`src/rtl/serial_adder_pkg.sv`:
```
// Shared types and constants for the bit-serial adder.
// Holds the FSM state encoding and the default operand width.
package serial_adder_pkg;

    localparam int SERIAL_ADDER_DEFAULT_WIDTH = 8;

    typedef enum logic [1:0] {
        IDLE  = 2'd0,
        SHIFT = 2'd1,
        DONE  = 2'd2
    } state_e;

endpackage : serial_adder_pkg

```
`src/rtl/full_adder.sv`:
```
// One-bit full adder used once per SHIFT cycle by serial_adder.
module full_adder (
    input  logic a,
    input  logic b,
    input  logic cin,
    output logic sum,
    output logic cout
);

    assign sum  = a ^ b ^ cin;
    assign cout = (a & b) | (cin & (a ^ b));

endmodule : full_adder

```
`src/rtl/serial_adder.sv`:
```
// Bit-serial adder: one operand bit per clock, result published in DONE.
// Optional macro SERIAL_ADDER_OVF_EN adds the o_overflow signed-overflow output.
module serial_adder
    import serial_adder_pkg::*;
#(
    parameter int WIDTH = SERIAL_ADDER_DEFAULT_WIDTH
) (
    input  logic             i_clk,
    input  logic             i_rst_n,
    input  logic             i_start,
    input  logic [WIDTH-1:0] i_a,
    input  logic [WIDTH-1:0] i_b,
    input  logic             i_cin,
    output logic             o_busy,
    output logic             o_done,
    output logic [WIDTH-1:0] o_sum,
    output logic             o_cout
`ifdef SERIAL_ADDER_OVF_EN
    ,
    output logic             o_overflow
`endif
);

    localparam int CNT_W = $clog2(WIDTH + 1);
    localparam logic [CNT_W-1:0] LAST_BIT = CNT_W'(WIDTH - 1);

    state_e           state;
    logic [WIDTH-1:0] a_sh;
    logic [WIDTH-1:0] b_sh;
    logic [WIDTH-1:0] sum_sh;
    logic             carry;
    logic [CNT_W-1:0] bit_cnt;
    logic             fa_sum;
    logic             fa_cout;
`ifdef SERIAL_ADDER_OVF_EN
    logic             ovf_q;
`endif

    full_adder u_full_adder (
        .a    (a_sh[0]),
        .b    (b_sh[0]),
        .cin  (carry),
        .sum  (fa_sum),
        .cout (fa_cout)
    );

    // NOTE: every register here, datapath included, is cleared by reset so an
    // aborted addition leaves nothing behind; all state uses non-blocking <=.
    always_ff @(posedge i_clk or negedge i_rst_n) begin
        if (!i_rst_n) begin
            state   <= IDLE;
            a_sh    <= '0;
            b_sh    <= '0;
            sum_sh  <= '0;
            carry   <= 1'b0;
            bit_cnt <= '0;
            o_busy  <= 1'b0;
            o_done  <= 1'b0;
            o_sum   <= '0;
            o_cout  <= 1'b0;
`ifdef SERIAL_ADDER_OVF_EN
            ovf_q      <= 1'b0;
            o_overflow <= 1'b0;
`endif
        end else begin
            o_done <= 1'b0;
            case (state)
                IDLE: begin
                    if (i_start) begin
                        a_sh    <= i_a;
                        b_sh    <= i_b;
                        carry   <= i_cin;
                        sum_sh  <= '0;
                        bit_cnt <= '0;
                        o_busy  <= 1'b1;
                        state   <= SHIFT;
                    end
                end
                SHIFT: begin
                    // Result bits enter at the MSB so after WIDTH shifts bit 0 lands at LSB.
                    a_sh    <= a_sh >> 1;
                    b_sh    <= b_sh >> 1;
                    sum_sh  <= (sum_sh >> 1) | (WIDTH'(fa_sum) << (WIDTH - 1));
                    carry   <= fa_cout;
                    bit_cnt <= bit_cnt + 1'b1;
                    if (bit_cnt == LAST_BIT) begin
`ifdef SERIAL_ADDER_OVF_EN
                        // Signed overflow: carry into the MSB differs from carry out of it.
                        ovf_q <= carry ^ fa_cout;
`endif
                        o_busy <= 1'b0;
                        state  <= DONE;
                    end
                end
                DONE: begin
                    o_sum  <= sum_sh;
                    o_cout <= carry;
`ifdef SERIAL_ADDER_OVF_EN
                    o_overflow <= ovf_q;
`endif
                    o_done <= 1'b1;
                    state  <= IDLE;
                end
                default: begin
                    o_busy <= 1'b0;
                    state  <= IDLE;
                end
            endcase
        end
    end

endmodule : serial_adder

```
`config.mk`:
```
export PLATFORM = sky130hd
export DESIGN_NAME = serial_adder
export DESIGN_NICKNAME = d
export VERILOG_FILES = /design/src/rtl/serial_adder_pkg.sv /design/src/rtl/full_adder.sv /design/src/rtl/serial_adder.sv
export SDC_FILE = /design/constraint.sdc
export NUM_CORES = 1
export LEC_CHECK = 0
export CORE_MARGIN = 2
export CORE_UTILIZATION = 47
export DETAILED_ROUTE_END_ITERATION = 8
export GPL_ROUTABILITY_DRIVEN = 1
export GPL_TIMING_DRIVEN = 0
export PLACE_DENSITY = 0.73
export SLEW_MARGIN = 25
export SYNTH_ARGS = -nofsm -noshare
export SYNTH_HDL_FRONTEND = slang
export SYNTH_SLANG_ARGS = --single-unit
```
`constraint.sdc`:
```
create_clock -name i_clk -period 1.2 [get_ports i_clk]
set_input_delay 0.12 -clock i_clk [delete_from_list [all_inputs] [get_ports i_clk]]
set_output_delay 0.12 -clock i_clk [all_outputs]
set_load 0.03 [all_outputs]
```
==> results.ini <==
[outcome]
outcome=finished with violations
failed_checks=negative setup slack

[clocking]
clock_latency_ns=0.29
cts.sinks=42
ctsRootBufferMaster=clkbuf_8
htreeDepth=2
numCtsBuffers=5
cts_tree=built
clockBufferDepth=2
clk_pin_slew_ns=0.08

[timing]
hold_violations=0
fin_hold_ws_ns=0.236
post-route-min-period_ns=1.31
layout_worst_path_cycle_share=1.09
setup_tns_ns=-1.27
rsz0062_at_grt=yes
fin_ws_ns=-0.109
setup_viol=29
relSlewSlack=0.804
max_freq_ghz=0.764
drv_slew=0
skew_ns=0.00930
tightest_slew_ns=0.294

[logic_synthesis]
ys_seq_area_frac=0.577
synth_seq_cells=42
synth_xor_xnor_area_share=0
synth-simple-area-share=0.0892
synthTopCellsByCount=dfrtp_1 (42), nand2_1 (21), mux2i_1 (14)
async_reset_ff_frac=1.00
avgSynthCellArea_um2=11.8
synthTopCellsByArea=dfrtp_1 (58%), mux2i_1 (7.7%), mux2_2 (4.3%), nand2_1 (4.3%), a22o_1 (3.8%)
synth_compound_area_frac=0.132
yosys_warnings=0
yosysTopAreaCellShare=0.577
yosys.area_share.adder=0.0178
synthesis.area_mm2=0.00182
synth_cell_types=27
syn_nets=176
yosys.area.top_type=dfrtp_1
synthCells=154
synth_top_family_by_area=compound AO/OA/AOI/OAI gates
yosysMostFrequentCell=dfrtp_1
yosys_most_used_dff=dfrtp_1
synth.area.mux_share=0.126
synth_edf_count=0

[final_layout]
regArea_mm2=0.00105
fillers=289
multi_input_area_um2=704
drive_gt1_frac=0.262
nNetsFinal=227
design_area_mm2=0.00251
syn_to_final_growth_pct=37.5
insertedDiodeCount=0

[floorplanning]
rows=22
initial_core_util=0.494
die_y_um=66.3
die_w_um=66.3
die_area_mm2=0.00439
coreArea_mm2=0.00369
ioPinCount=31

[setup_path]
rrSetupSlack_ns=-0.11
endpoint_kind=flip-flop
startpoint_type=flip-flop
cp_data_required_time_ns=1.38
critical_path_class=flip-flop to flip-flop
r2r_cells=6
r2r-start=state[1]
critPathMaxFanout=7
cp.arrival_ns=1.48
r2r_end=b_sh[6]

[power]
switching_power_w=0.00228
ir_worst_vdd_mv=1.45
intPower_w=0.00444
p_leak_nw=1.24
switching_share=0.339
pwr-share-clk=0.203
pwr-share-comb=0.448
power_frac_seq=0.348
power_density_mw_per_mm2=2680

[global_routing]
grt_pass1_wl_um=6090
antenna_found_initial=0
grt_pass1_vias=1374
overflow=0
grt_start_max_net_pins=32
grtUsageTotal=0.187

[hold_path]
min_path_type=primary input to asynchronous set/reset pin

[job]
drv_cap=0

[placement]
gp_congestion=0.808
hpwlAfterDp_um=2360
portBuffers=30
place_area_mm2=0.00221
place_worst_setup_slack_ns=-0.197

[drt]
avgViaCountPerCell=5.24
drt-pass1-iter-count=4
wl_um=3540
detail_route.wl_per_cell_um=13.9
drt_iter0_drc=45
vias=1332
drc=0
antenna_left=0

-- registers in the layout (all words and copies together), names as in the netlist --
| signal | count |
|---|---|
| b_sh | 8 |
| sum_sh | 8 |
| o_cout | 1 |
| o_sum | 8 |
| bit_cnt | 4 |
| a_sh | 8 |
| o_done | 1 |
| carry | 1 |
| state | 2 |
| o_busy | 1 |
-- metal layers --
layer	global-route usage	up-vias	wire, um
li1	-	630	-
met1	0.208	658	1510
met2	0.330	33	1790
met3	0.0375	11	149
met4	0.107	0	95
met5	0	-	0
-- stage by stage --
stage               power, W  cells   util
floorplan            0.00416    154      -
global placement     0.00476    232  0.595
detailed placement   0.00491    233  0.599
CTS                  0.00650    252  0.663
global route         0.00719    254  0.680
finish               0.00672    254  0.680
-- final cells by class --
class,count,share of cell area
multi-input cells,96,0.281
clock buffers,6,0.0329
inverters,6,0.00898
well taps,48,0.0240
clock inverters,2,0.0240
plain buffers,10,0.0419
flip-flops and latches,42,0.419
repair buffers,44,0.168
-- worst max-delay path: stages, from the launching register on --
cell     delay, ns
dfrtp_1       0.38
buf_6         0.14
nor2b_4       0.10
buf_6         0.13
buf_12        0.12
mux2i_2       0.23
o21ai_1       0.08
-- power by group through the flow --
stage	logic, W	clock network, W	registers [W]
floorplan	0.00166	0	0.00250
global placement	0.00244	0	0.00232
detailed placement	0.00256	0	0.00235
CTS	0.00278	0.00139	0.00233
global route	0.00332	0.00145	0.00242
finish	0.00301	0.00137	0.00234
-- cells by family (layout without fill, tap and decap cells) --
logic type,Yosys count,in the layout
flip-flops,42,42
AO/OA/AOI/OAI,38,38
AND/OR/NAND/NOR,34,34
multiplexers,22,22
buffers and inverters,16,68
adder cells (fa/ha/maj),2,2
-- layout by cell type, fill, tap and decap left out, types with 2 or more instances in the layout --
cell type,n
mux2_2,7
inv_2,2
o21ai_1,15
buf_4,9
a21oi_1,5
clkdlybuf4s50_1,18
buf_12,2
bufinv_16,2
mux2i_1,12
dlygate4sd2_1,6
o21ai_0,6
nor2_1,2
inv_1,4
dfrtp_1,42
clkdlybuf4s15_1,4
nor2b_1,2
a22o_1,8
nand2_1,21
buf_2,4
buf_6,7
clkbuf_8,6
mux2i_2,2
-- timing repair --
action	in CTS	in global routing
setup endpoints to repair	44	44
gates resized for setup	23	15
endpoints found under the hold margin	18	0
setup buffers	9	1
cloned	1	1
pin swaps	3	9
hold buffers	1	0
-- how the worst max path moves through the flow --
stage	from	end	slack (ns)	depth (start not counted)
2_1_floorplan	state[0]	o_sum[1]	-0.004	4
4_1_cts	state[1]	b_sh[6]	-0.10	6
5_1_grt	state[1]	b_sh[6]	-0.17	6
3_3_place_gp	i_rst_n	a_sh[6]	-0.96	1
3_5_place_dp	i_start	bit_cnt[2]	-0.20	5
6_report	state[1]	b_sh[6]	-0.11	6
No activity file was read; power rests on OpenSTA's default activity.
